### config.mk
export PLATFORM = sky130hd
export DESIGN_NAME = decodificador_eventos
export DESIGN_NICKNAME = d
export VERILOG_FILES = /design/src/rtl/eventos_pkg.sv /design/src/rtl/decodificador_eventos_detector_cambio.sv /design/src/rtl/decodificador_eventos.sv
export SDC_FILE = /design/constraint.sdc
export NUM_CORES = 1
export LEC_CHECK = 0
export BUFFER_PORTS_ARGS = -buffer_cell sky130_fd_sc_hd__buf_2
export CORE_ASPECT_RATIO = 0.75
export CORE_MARGIN = 1.5
export CORE_UTILIZATION = 30
export DETAILED_ROUTE_END_ITERATION = 8
export PLACE_DENSITY = 0.57
export SLEW_MARGIN = 30
export SYNTH_ARGS = -nofsm -noshare
export SYNTH_HDL_FRONTEND = slang
export SYNTH_SLANG_ARGS = --single-unit
### constraint.sdc
create_clock -name clk -period 1.9 [get_ports clk]
set_input_delay 0.095 -clock clk [delete_from_list [all_inputs] [get_ports clk]]
set_output_delay 0.095 -clock clk [all_outputs]
set_load 0.005 [all_outputs]
### src/rtl/eventos_pkg.sv
// Shared definitions for the event decoder: event codes, channel count and
// the fixed arbitration order used when several channels are pending.
package eventos_pkg;

    localparam int NUM_CANALES = 4;
    localparam int CODE_W      = 2;

    // Channel index and event code coincide: channel i produces code i.
    typedef enum logic [1:0] {
        EV_RESET    = 2'd0,
        EV_TEST     = 2'd1,
        EV_MEDICINA = 2'd2,
        EV_ENERGIA  = 2'd3
    } codigo_e;

    // Arbitration order, highest priority first.
    localparam codigo_e PRIORIDAD [NUM_CANALES] = '{EV_RESET, EV_TEST, EV_MEDICINA, EV_ENERGIA};

    // Returns the code of the highest-priority pending channel (EV_RESET if none).
    function automatic logic [CODE_W-1:0] seleccionar(input logic [NUM_CANALES-1:0] pend);
        logic [CODE_W-1:0] sel;
        sel = 2'd0;
        for (int i = NUM_CANALES - 1; i >= 0; i--) begin
            if (pend[PRIORIDAD[i]]) begin
                sel = PRIORIDAD[i];
            end else begin
                sel = sel;
            end
        end
        return sel;
    endfunction

endpackage

### src/rtl/decodificador_eventos_detector_cambio.sv
// Per-channel change detector: synchronizes an asynchronous toggle level,
// primes the previous-value register after reset, and emits a one-cycle
// pulse for every change of the synchronized level.
module detector_cambio #(
    parameter int SYNC_STAGES = 2
) (
    input  logic clk,
    input  logic reset,
    input  logic senal_i,
    output logic pulso_o
);

    localparam int PW = $clog2(SYNC_STAGES + 2);
    localparam logic [PW-1:0] PRIME_FIN = PW'(SYNC_STAGES + 1);

    logic [SYNC_STAGES-1:0] sync_q;
    logic                   prev_q;
    logic [PW-1:0]          prime_q;
    logic                   cebando_s;
    logic                   sinc_s;

    // Derived view of the chain output and priming window.
    always_comb begin
        sinc_s    = sync_q[SYNC_STAGES-1];
        cebando_s = (prime_q != PRIME_FIN);
    end

    // Synchronizer chain; stage 0 is the metastability-facing flop.
    always_ff @(posedge clk or posedge reset) begin
        if (reset) begin
            sync_q <= {SYNC_STAGES{1'b0}};
        end else begin
            sync_q <= {sync_q[SYNC_STAGES-2:0], senal_i};
        end
    end

    // Priming counter: masks pulses until the chain holds the real input level,
    // so the unknown power-up level of the source flop never becomes an event.
    always_ff @(posedge clk or posedge reset) begin
        if (reset) begin
            prime_q <= {PW{1'b0}};
        end else if (cebando_s) begin
            prime_q <= prime_q + PW'(1);
        end else begin
            prime_q <= prime_q;
        end
    end

    // Previous-value register tracks the synchronized level every cycle.
    always_ff @(posedge clk or posedge reset) begin
        if (reset) begin
            prev_q <= 1'b0;
        end else begin
            prev_q <= sinc_s;
        end
    end

    // Any difference after priming is one event; edge direction is irrelevant.
    always_comb begin
        pulso_o = (sinc_s ^ prev_q) & ~cebando_s;
    end

endmodule

### src/rtl/decodificador_eventos.sv
// Event decoder top: four change detectors feed per-channel pending bits,
// a fixed-priority arbiter moves one pending bit per cycle into a small
// register FIFO, and the FIFO head is offered over valid/ready.
import eventos_pkg::*;

module decodificador_eventos #(
    parameter int SYNC_STAGES = 2,
    parameter int FIFO_DEPTH  = 4
) (
    input  logic                               clk,
    input  logic                               reset,
    input  logic                               Senal_Reset,
    input  logic                               Senal_Test,
    input  logic                               Senal_Medicina,
    input  logic                               Senal_Energia,
    input  logic                               evento_ready,
    output logic                               evento_valid,
    output logic [1:0]                         evento_codigo,
    output logic [$clog2(FIFO_DEPTH+1)-1:0]    eventos_pend,
    output logic                               desborde
);

    localparam int CNT_W = $clog2(FIFO_DEPTH + 1);
    localparam int PTR_W = $clog2(FIFO_DEPTH);

    logic [NUM_CANALES-1:0] senal_s;
    logic [NUM_CANALES-1:0] pulso_s;

    logic [NUM_CANALES-1:0] pend_q, pend_d;
    logic                   desb_q, desb_d;
    logic [CODE_W-1:0]      mem_q [FIFO_DEPTH];
    logic [PTR_W-1:0]       wr_q, wr_d, rd_q, rd_d;
    logic [CNT_W-1:0]       cnt_q, cnt_d;

    logic                   pop_s, push_s, lleno_s, push_ok_s;
    logic [CODE_W-1:0]      grant_s;

    // Channel index equals event code.
    always_comb begin
        senal_s = {Senal_Energia, Senal_Medicina, Senal_Test, Senal_Reset};
    end

    genvar g;
    generate
        for (g = 0; g < NUM_CANALES; g++) begin : g_det
            detector_cambio #(.SYNC_STAGES(SYNC_STAGES)) u_det (
                .clk     (clk),
                .reset   (reset),
                .senal_i (senal_s[g]),
                .pulso_o (pulso_s[g])
            );
        end
    endgenerate

    // Handshake, arbitration and next-state for pending bits and FIFO pointers.
    always_comb begin
        pop_s     = (cnt_q != {CNT_W{1'b0}}) && evento_ready;
        lleno_s   = (cnt_q == CNT_W'(FIFO_DEPTH));
        push_ok_s = ~lleno_s | pop_s;
        grant_s   = seleccionar(pend_q);
        push_s    = (|pend_q) && push_ok_s;

        pend_d = pend_q;
        desb_d = desb_q;
        if (push_s) begin
            pend_d[grant_s] = 1'b0;
        end else begin
            pend_d = pend_q;
        end
        // A pulse on an already-pending channel is lost; a granted bit
        // still counts as pending during its grant cycle.
        for (int i = 0; i < NUM_CANALES; i++) begin
            if (pulso_s[i]) begin
                if (pend_q[i]) begin
                    desb_d = 1'b1;
                end else begin
                    pend_d[i] = 1'b1;
                end
            end else begin
                pend_d[i] = pend_d[i];
            end
        end

        wr_d = push_s ? (wr_q + PTR_W'(1)) : wr_q;
        rd_d = pop_s  ? (rd_q + PTR_W'(1)) : rd_q;
        case ({push_s, pop_s})
            2'b10:   cnt_d = cnt_q + CNT_W'(1);
            2'b01:   cnt_d = cnt_q - CNT_W'(1);
            default: cnt_d = cnt_q;
        endcase
    end

    // Pending bits, sticky overflow flag and FIFO pointers/occupancy.
    always_ff @(posedge clk or posedge reset) begin
        if (reset) begin
            pend_q <= {NUM_CANALES{1'b0}};
            desb_q <= 1'b0;
            wr_q   <= {PTR_W{1'b0}};
            rd_q   <= {PTR_W{1'b0}};
            cnt_q  <= {CNT_W{1'b0}};
        end else begin
            pend_q <= pend_d;
            desb_q <= desb_d;
            wr_q   <= wr_d;
            rd_q   <= rd_d;
            cnt_q  <= cnt_d;
        end
    end

    // FIFO storage; cleared on reset so the idle head code reads as 00.
    always_ff @(posedge clk or posedge reset) begin
        if (reset) begin
            for (int i = 0; i < FIFO_DEPTH; i++) begin
                mem_q[i] <= 2'd0;
            end
        end else if (push_s) begin
            mem_q[wr_q] <= grant_s;
        end else begin
            mem_q[wr_q] <= mem_q[wr_q];
        end
    end

    // Outputs are taken straight from registers.
    always_comb begin
        evento_valid  = (cnt_q != {CNT_W{1'b0}});
        evento_codigo = mem_q[rd_q];
        eventos_pend  = cnt_q;
        desborde      = desb_q;
    end

endmodule

==> impl_results.md, run 1 <==
* Status: finished with violations
* Violated checks: setup timing
* Mean post-synth cell area at 12.97 um2
* Design area at 0.002137 mm2
* Mapped Area at 0.001738 mm2
* Layout cells sized above 1 at 28.07%
* Cell mode on critical path: xor2_1
* Critical Path Start Type: flop
* Total global-route track usage at 10.95%
* H-tree depth at 2
* Sw frac at 34.10%
* Crit Path Class: flop to flop
* Reg-to-reg setup timing slack at -0.09 ns
* DRT Pass-1 Iters at 4
* Largest buffer count on any clock path at 2
* Final Wtd Congestion at 0.7934
* RR Startpoint: pend_q[0]$_DFF_PP0_
* CP bufs+invs at 2
* Area post-placement at 0.001993 mm2
* Clock Skew at 0.002740 ns
* Crit path depth at 9
* Mapped Cells at 134
* Ports at 14
* Hold path startpoint: evento_ready
* Critical path cell sequence: nor4_4, nor2_2, inv_1, ha_2, inv_2, fa_2, xor2_1, nor2_1, xor2_1
* Hold Path Class: input port to flop
* Placed Cells at 233
* Via count at 1103
* Metal2 WL at 1421 um
* Wirelength per Cell at 12.12 um
* First-pass GRT wire length at 5085 um
* TritonCTS Buffers at 5
* CTS tree: done
* Hold depth at 5
* HPWL Detailed at 2253 um
* Sequential share of the synthesized area at 57.60%
* Max Used Layer: met4
* Full die area at 0.006263 mm2
* Worst path required time at 2.10 ns
* Synth Register Bits at 40
* Max Freq at 502.1 MHz
* Setup crit end kind: flop
* LEAKAGE at 0.0009291 uW
* Clock transition at the registers of the reported paths at 0.07 ns
* Antenna violations before repair at 0
* Nets at 188
* Synth Warn # at 0
* CP top delay family: simple AND/OR/NAND/NOR gates
* Clock period minus worst slack at 1.992 ns
* RSZ-0062 raised after global routing: yes
* Crit-path max FO at 2
* Drt initial violations at 31
* Max stage delay on crit path at 0.40 ns
* Remaining antenna violation count after routing at 0
* Hold-critical path endpoint: pend_q[0]$_DFF_PP0_
* Root Buffer: clkbuf_8
* Largest net degree at the start of global routing at 41
* Final Hold Viols at 0
* Critical path data arrival time at 2.19 ns
* Max VDD drop at 0.0004918 V
* Fin crit share at 104.8%
* Endpoints failing setup at 1
* Critical-path top delay cell: dfrtp_1
* Via-per-instance ratio at 4.484
* Port-buffer cells at 13
* Area of the multi-input gates at 699.4 um2
* Initial core utilization at 31.78%
* M1 WL at 1357 um
* Met3 wire length at 124 um
* Residual DRC count at 0
* Core Rows at 23
* Grt total ovfl at 0
* Area Overhead vs Synth at 22.97%
* Vias in the first global route at 1122
* Distinct cell type count after synthesis at 29
* Syn_nets at 151
* Later-pin clock latency in the skew report at 0.28 ns
* Clock network fraction of total power at 17.1%
* Sequential share of power at 42.9%
* Filler cells at 540
* R2r worst-path depth at 9
* Core area at 0.005468 mm2
* Slew Viols, Final at 0
* Combinational share of power at 40.0%
* Die W at 90.89 um
* Final worst setup slack at -0.09179 ns
* Die Height at 68.92 um
* Clock Sinks at 40
* Post-Route WL at 2981 um
* Net Sw Power at 1014 uW
* Register area at 0.001001 mm2
* Pint at 1960 uW
* Diode count at 0
* Reg2reg end: eventos_pend[2]$_DFFE_PP0P_
* Finished Layout Cells at 246
* Pwr dens at 1392 mW/mm2
* Worst slew pin tran at 0.4942 ns
* Max-cap violations at 0
* Slew Limit Headroom at 67.05%
## cell type report
cell class / count / area share (%)
flip-flops and latches: 40 / 46.84
multi-input cells: 80 / 32.73
repair buffers: 32 / 10.30
well taps: 75 / 4.391
clock buffers: 6 / 3.396
inverters: 12 / 2.108
clock inverters: 1 / 0.2342
## power by group through the flow
stage                     sequential [uW]  clock, uW  combinational [uW]
after CTS                            1280        535                1200
after floorplan                      1280          0                 742
after global placement               1270          0                1120
after global routing                 1310        572                1320
after detailed placement             1280          0                1170
final                                1280        510                1190
## cells by family (layout without fill, tap and decap cells)
kind of cell	Yosys count	count (layout)	share of synthesized area (%)
xor+xnor	14	14	7.056
fa+ha+maj	10	10	7.632
buf+inv	14	51	3.455
mux	10	10	8.999
simple gates	22	22	6.840
flops	40	40	57.60
compound gates	24	24	8.423
## flip-flops by register name, summed over array words and instances, names as in the netlist
signal / cells
desborde: 1
eventos_pend: 3
g_det.u_det.prev_q: 4
g_det.u_det.prime_q: 8
g_det.u_det.sync_q: 8
mem_q: 8
pend_q: 4
rd_q: 2
wr_q: 2
## cell usage in the layout, fill, tap and decap left out, types with 2 or more instances in the layout
master and instances:
a21oi_1 2, buf_2 13, a31oi_1 5, mux2_2 4, clkbuf_8 5, xnor2_1 7, inv_1 11, o21ai_0 8
xor2_1 7, nand2_1 5, dlygate4sd3_1 5, nor2_1 7, mux4_2 4, nand3_1 3, dfrtp_1 40, o22ai_1 4
buf_4 14, ha_1 8
## worst min-delay path: cells and delay by family
family                 cells  cell delay (ns)
AND/OR/NAND/NOR            2             0.12
buffers and inverters      2             0.28
AO/OA/AOI/OAI              1             0.06
## cell usage after synthesis
library cell | count | share of area, %
buf_6 | 1 | 0.65
nand4_1 | 1 | 0.36
nand3_1 | 3 | 0.86
o21ai_1 | 1 | 0.29
o21ai_0 | 8 | 2.3
mux2_1 | 1 | 0.65
or3_1 | 1 | 0.36
o31a_1 | 1 | 0.50
a211o_1 | 1 | 0.50
nand2_1 | 5 | 1.1
mux4_2 | 4 | 5.2
a21oi_1 | 2 | 0.58
fa_1 | 1 | 1.2
nor4_1 | 2 | 0.72
nand2b_1 | 1 | 0.36
nor2_1 | 8 | 1.7
mux2i_1 | 1 | 0.58
nor4b_4 | 1 | 1.4
o31ai_1 | 1 | 0.43
o21ba_2 | 1 | 0.58
mux2_2 | 4 | 2.6
o22ai_1 | 4 | 1.4
xor2_1 | 7 | 3.5
xnor2_1 | 7 | 3.5
ha_1 | 9 | 6.5
dfrtp_1 | 40 | 58
a31oi_1 | 5 | 1.8
inv_1 | 12 | 2.6
clkbuf_1 | 1 | 0.22
## timing repair
action | CTS | global route
buffers inserted | 1 | 0
pin swaps | 4 | 0
hold buffers | 5 | 0
endpoints found under the hold margin | 44 | 0
setup endpoints to repair | 1 | 1
resized for setup | 2 | 0
## per-layer routing
metal	global-route usage, %	vias to the layer above
met3	3.399	9
li1	-	537
met5	0	-
met1	13.20	535
met2	17.76	22
met4	6.445	0
## worst max path at each step
stage / start / endpoint / slack (ns)
3_5_place_dp: pend_q[1]$_DFF_PP0_ / eventos_pend[2]$_DFFE_PP0P_ / -0.17
5_1_grt: eventos_pend[1]$_DFFE_PP0P_ / eventos_pend[2]$_DFFE_PP0P_ / -0.18
4_1_cts: pend_q[0]$_DFF_PP0_ / eventos_pend[2]$_DFFE_PP0P_ / -0.1
6_report: pend_q[0]$_DFF_PP0_ / eventos_pend[2]$_DFFE_PP0P_ / -0.09
3_3_place_gp: pend_q[1]$_DFF_PP0_ / eventos_pend[2]$_DFFE_PP0P_ / 0.03
2_1_floorplan: pend_q[1]$_DFF_PP0_ / eventos_pend[2]$_DFFE_PP0P_ / -0.03
## stage by stage
step / TNS [ns] / total power [uW] / utilization (%) / worst slack (ns) / hold slack, ns
5_1_grt: -0.1784 / 3206 / 39.08 / -0.1784 / 0.3484
2_1_floorplan: -0.02808 / 2021 / - / -0.02808 / 0.1264
4_1_cts: -0.09900 / 3015 / 39.08 / -0.09900 / 0.3087
6_report: -0.09179 / 2974 / 39.08 / -0.09179 / 0.3185
3_3_place_gp: 0 / 2384 / 36.45 / 0.02640 / 0.2038
3_5_place_dp: -0.1677 / 2451 / 36.45 / -0.1677 / 0.2079
Note: power is estimated with default switching activity, not from simulation.
==> run 2: changes to the inputs <==
Settings changed: CORE_UTILIZATION 30 to 62, PLACE_DENSITY 0.57 to 0.91.
Clock period 1.9 ns to 2.4 ns, I/O delays scaled along.
==> run 2 against run 1 <==
  * The run now ends clean
  * Non-clock buffer count decreased by 12
  * Via count fell by 3.2%
  * Sequential share of layout area up 3.4 points
  * Register-to-register slack gained 0.24 ns
==> impl_results.md, run 2 (synthesis gave the netlist of run 1 again) <==
* Status: finished, final reports clean
* Biggest regs: g_det.u_det.prime_q x8, g_det.u_det.sync_q x8, mem_q x8
* Setup crit end kind: flop
* Pint at 1457 uW
* Clock Sinks at 40
* Critical path data arrival time at 2.46 ns
* Sw frac at 35.51%
* Clock transition at the registers of the reported paths at 0.08 ns
* Worst slew pin tran at 0.4821 ns
* Total global-route track usage at 22.34%
* Residual DRC count at 0
* Remaining antenna violation count after routing at 0
* RSZ-0062 raised after global routing: no
* Final Hold Viols at 0
* CTS tree: done
* Via-per-instance ratio at 5.449
* DRT Pass-1 Iters at 5
* Sequential share of power at 46.4%
* Hold Path Class: input port to flop
* Max Freq at 444.9 MHz
* Setup bufs post-CTS at 0
* Full die area at 0.003133 mm2
* Drt initial violations at 53
* Core Rows at 16
* Combinational share of power at 34.1%
* Largest buffer count on any clock path at 2
* Endpoints failing setup at 0
* Clock period minus worst slack at 2.248 ns
* H-tree depth at 2
* Finished Layout Cells at 196
* Root Buffer: clkbuf_8
* Final Wtd Congestion at 0.8943
* TritonCTS Buffers at 5
* Grt total ovfl at 0
* Slew Limit Headroom at 67.86%
* Initial core utilization at 65.77%
* Placed Cells at 183
* Max-cap violations at 0
* Core area at 0.002643 mm2
* Via count at 1068
* Area Overhead vs Synth at 14.54%
* Antenna violations before repair at 0
* Slew Viols, Final at 0
* Clock Skew at 0.005317 ns
* Final TNS setup at 0 ns
* Crit Path Class: flop to flop
* Clock network fraction of total power at 19.5%
* Wirelength per Cell at 14.75 um
* Crit-path max FO at 6
* HPWL Detailed at 2048 um
* Pwr dens at 1135 mW/mm2
* Max VDD drop at 0.0006699 V
* Largest net degree at the start of global routing at 41
* Vias in the first global route at 1140
* Critical Path Start Type: flop
* Nets at 176
* Later-pin clock latency in the skew report at 0.29 ns
* Commonest non-fill, non-tap cell in the layout: dfrtp_1
* Post-Route WL at 2891 um
* Die W at 64.14 um
* Layout cells sized above 1 at 20.63%
* Die Height at 48.85 um
* Most frequent cells in the layout: dfrtp_1, buf_2, inv_1, ha_1
* Fin crit share at 93.66%
* Port-buffer cells at 13
* Net Sw Power at 802.4 uW
* LEAKAGE at 0.0008697 uW
* Hold depth at 3
* Filler cells at 174
* First-pass GRT wire length at 5071 um
* R2r worst-path depth at 9
* Diode count at 0
* Worst path required time at 2.61 ns
* Ports at 14
-- run 2: cell count changes in the layout (fill, tap and decap cells not counted), sizes merged --
cell	previous run	this run
buf	27	15
clkinvlp	0	2
clkbuf	6	5
-- run 2: worst paths after layout --
kind                       slack, ns                                     to                               start
max in group asynchronous       1.59                   mem_q[3]$_DFFE_PP0P_                               reset
max                             0.15            eventos_pend[2]$_DFFE_PP0P_                 pend_q[3]$_DFF_PP0_
min in group asynchronous       0.48  g_det[1].u_det.prime_q[0]$_DFFE_PP0P_                               reset
max reg2reg                     0.15            eventos_pend[2]$_DFFE_PP0P_                 pend_q[3]$_DFF_PP0_
min reg2reg                     0.35     g_det[3].u_det.sync_q[1]$_DFF_PP0_  g_det[3].u_det.sync_q[0]$_DFF_PP0_
min                             0.27                    rd_q[0]$_DFFE_PP0P_                        evento_ready
-- run 2: through the flow --
| stage | area [um2] | worst slack [ns] | hold WS, ns | util [%] | total power (uW) |
|---|---|---|---|---|---|
| 4_1_cts | 1991 | 0.1619 | 0.2554 | 75.33 | 2279 |
| 3_5_place_dp | 1848 | 0.1809 | 0.2307 | 69.93 | 1818 |
| 2_1_floorplan | 1738 | 0.3932 | 0.1514 | - | 1586 |
| 5_1_grt | 1991 | 0.02896 | 0.2715 | 75.33 | 2411 |
| 6_report | 1991 | 0.1522 | 0.2661 | 75.33 | 2260 |
| 3_3_place_gp | 1848 | 0.3371 | 0.2295 | 69.93 | 1747 |
-- run 2: repair_timing --
item	CTS	global route
hold buffers	5	0
gates resized for setup	0	0
hold endpoints to repair	44	0
-- run 2: area by class of cell --
class / instances / area [um2] / area share (%)
flip-flops and latches: 40 / 1001 / 50.28
well taps: 36 / 45.04 / 2.263
clock inverters: 3 / 23.77 / 1.194
multi-input cells: 80 / 676.9 / 34.00
repair buffers: 20 / 130.1 / 6.537
clock buffers: 5 / 68.82 / 3.457
inverters: 12 / 45.04 / 2.263
-- run 2: layer usage --
metal | vias up | wire (um) | GRT usage [%]
met4 | 0 | 44 | 7.447
met5 | - | 0 | 0
met1 | 524 | 1233 | 26.86
met3 | 5 | 118 | 8.314
met2 | 20 | 1495 | 37.50
li1 | 519 | - | -
-- run 2: worst max-delay path, stage by stage (launching register included) --
cell,delay [ns]
dfrtp_1,0.44
nor4_1,0.39
nor2_1,0.15
inv_1,0.08
ha_1,0.18
inv_1,0.06
fa_1,0.39
xor2_1,0.15
nor2_1,0.14
xor2_1,0.20
-- run 2: power groups by stage --
stage               clock network (uW)  logic [uW]  registers (uW)
floorplan                            0         577            1010
global placement                     0         708            1040
CTS                                456         776            1050
detailed placement                   0         757            1060
global route                       484         850            1080
finish                             440         771            1050
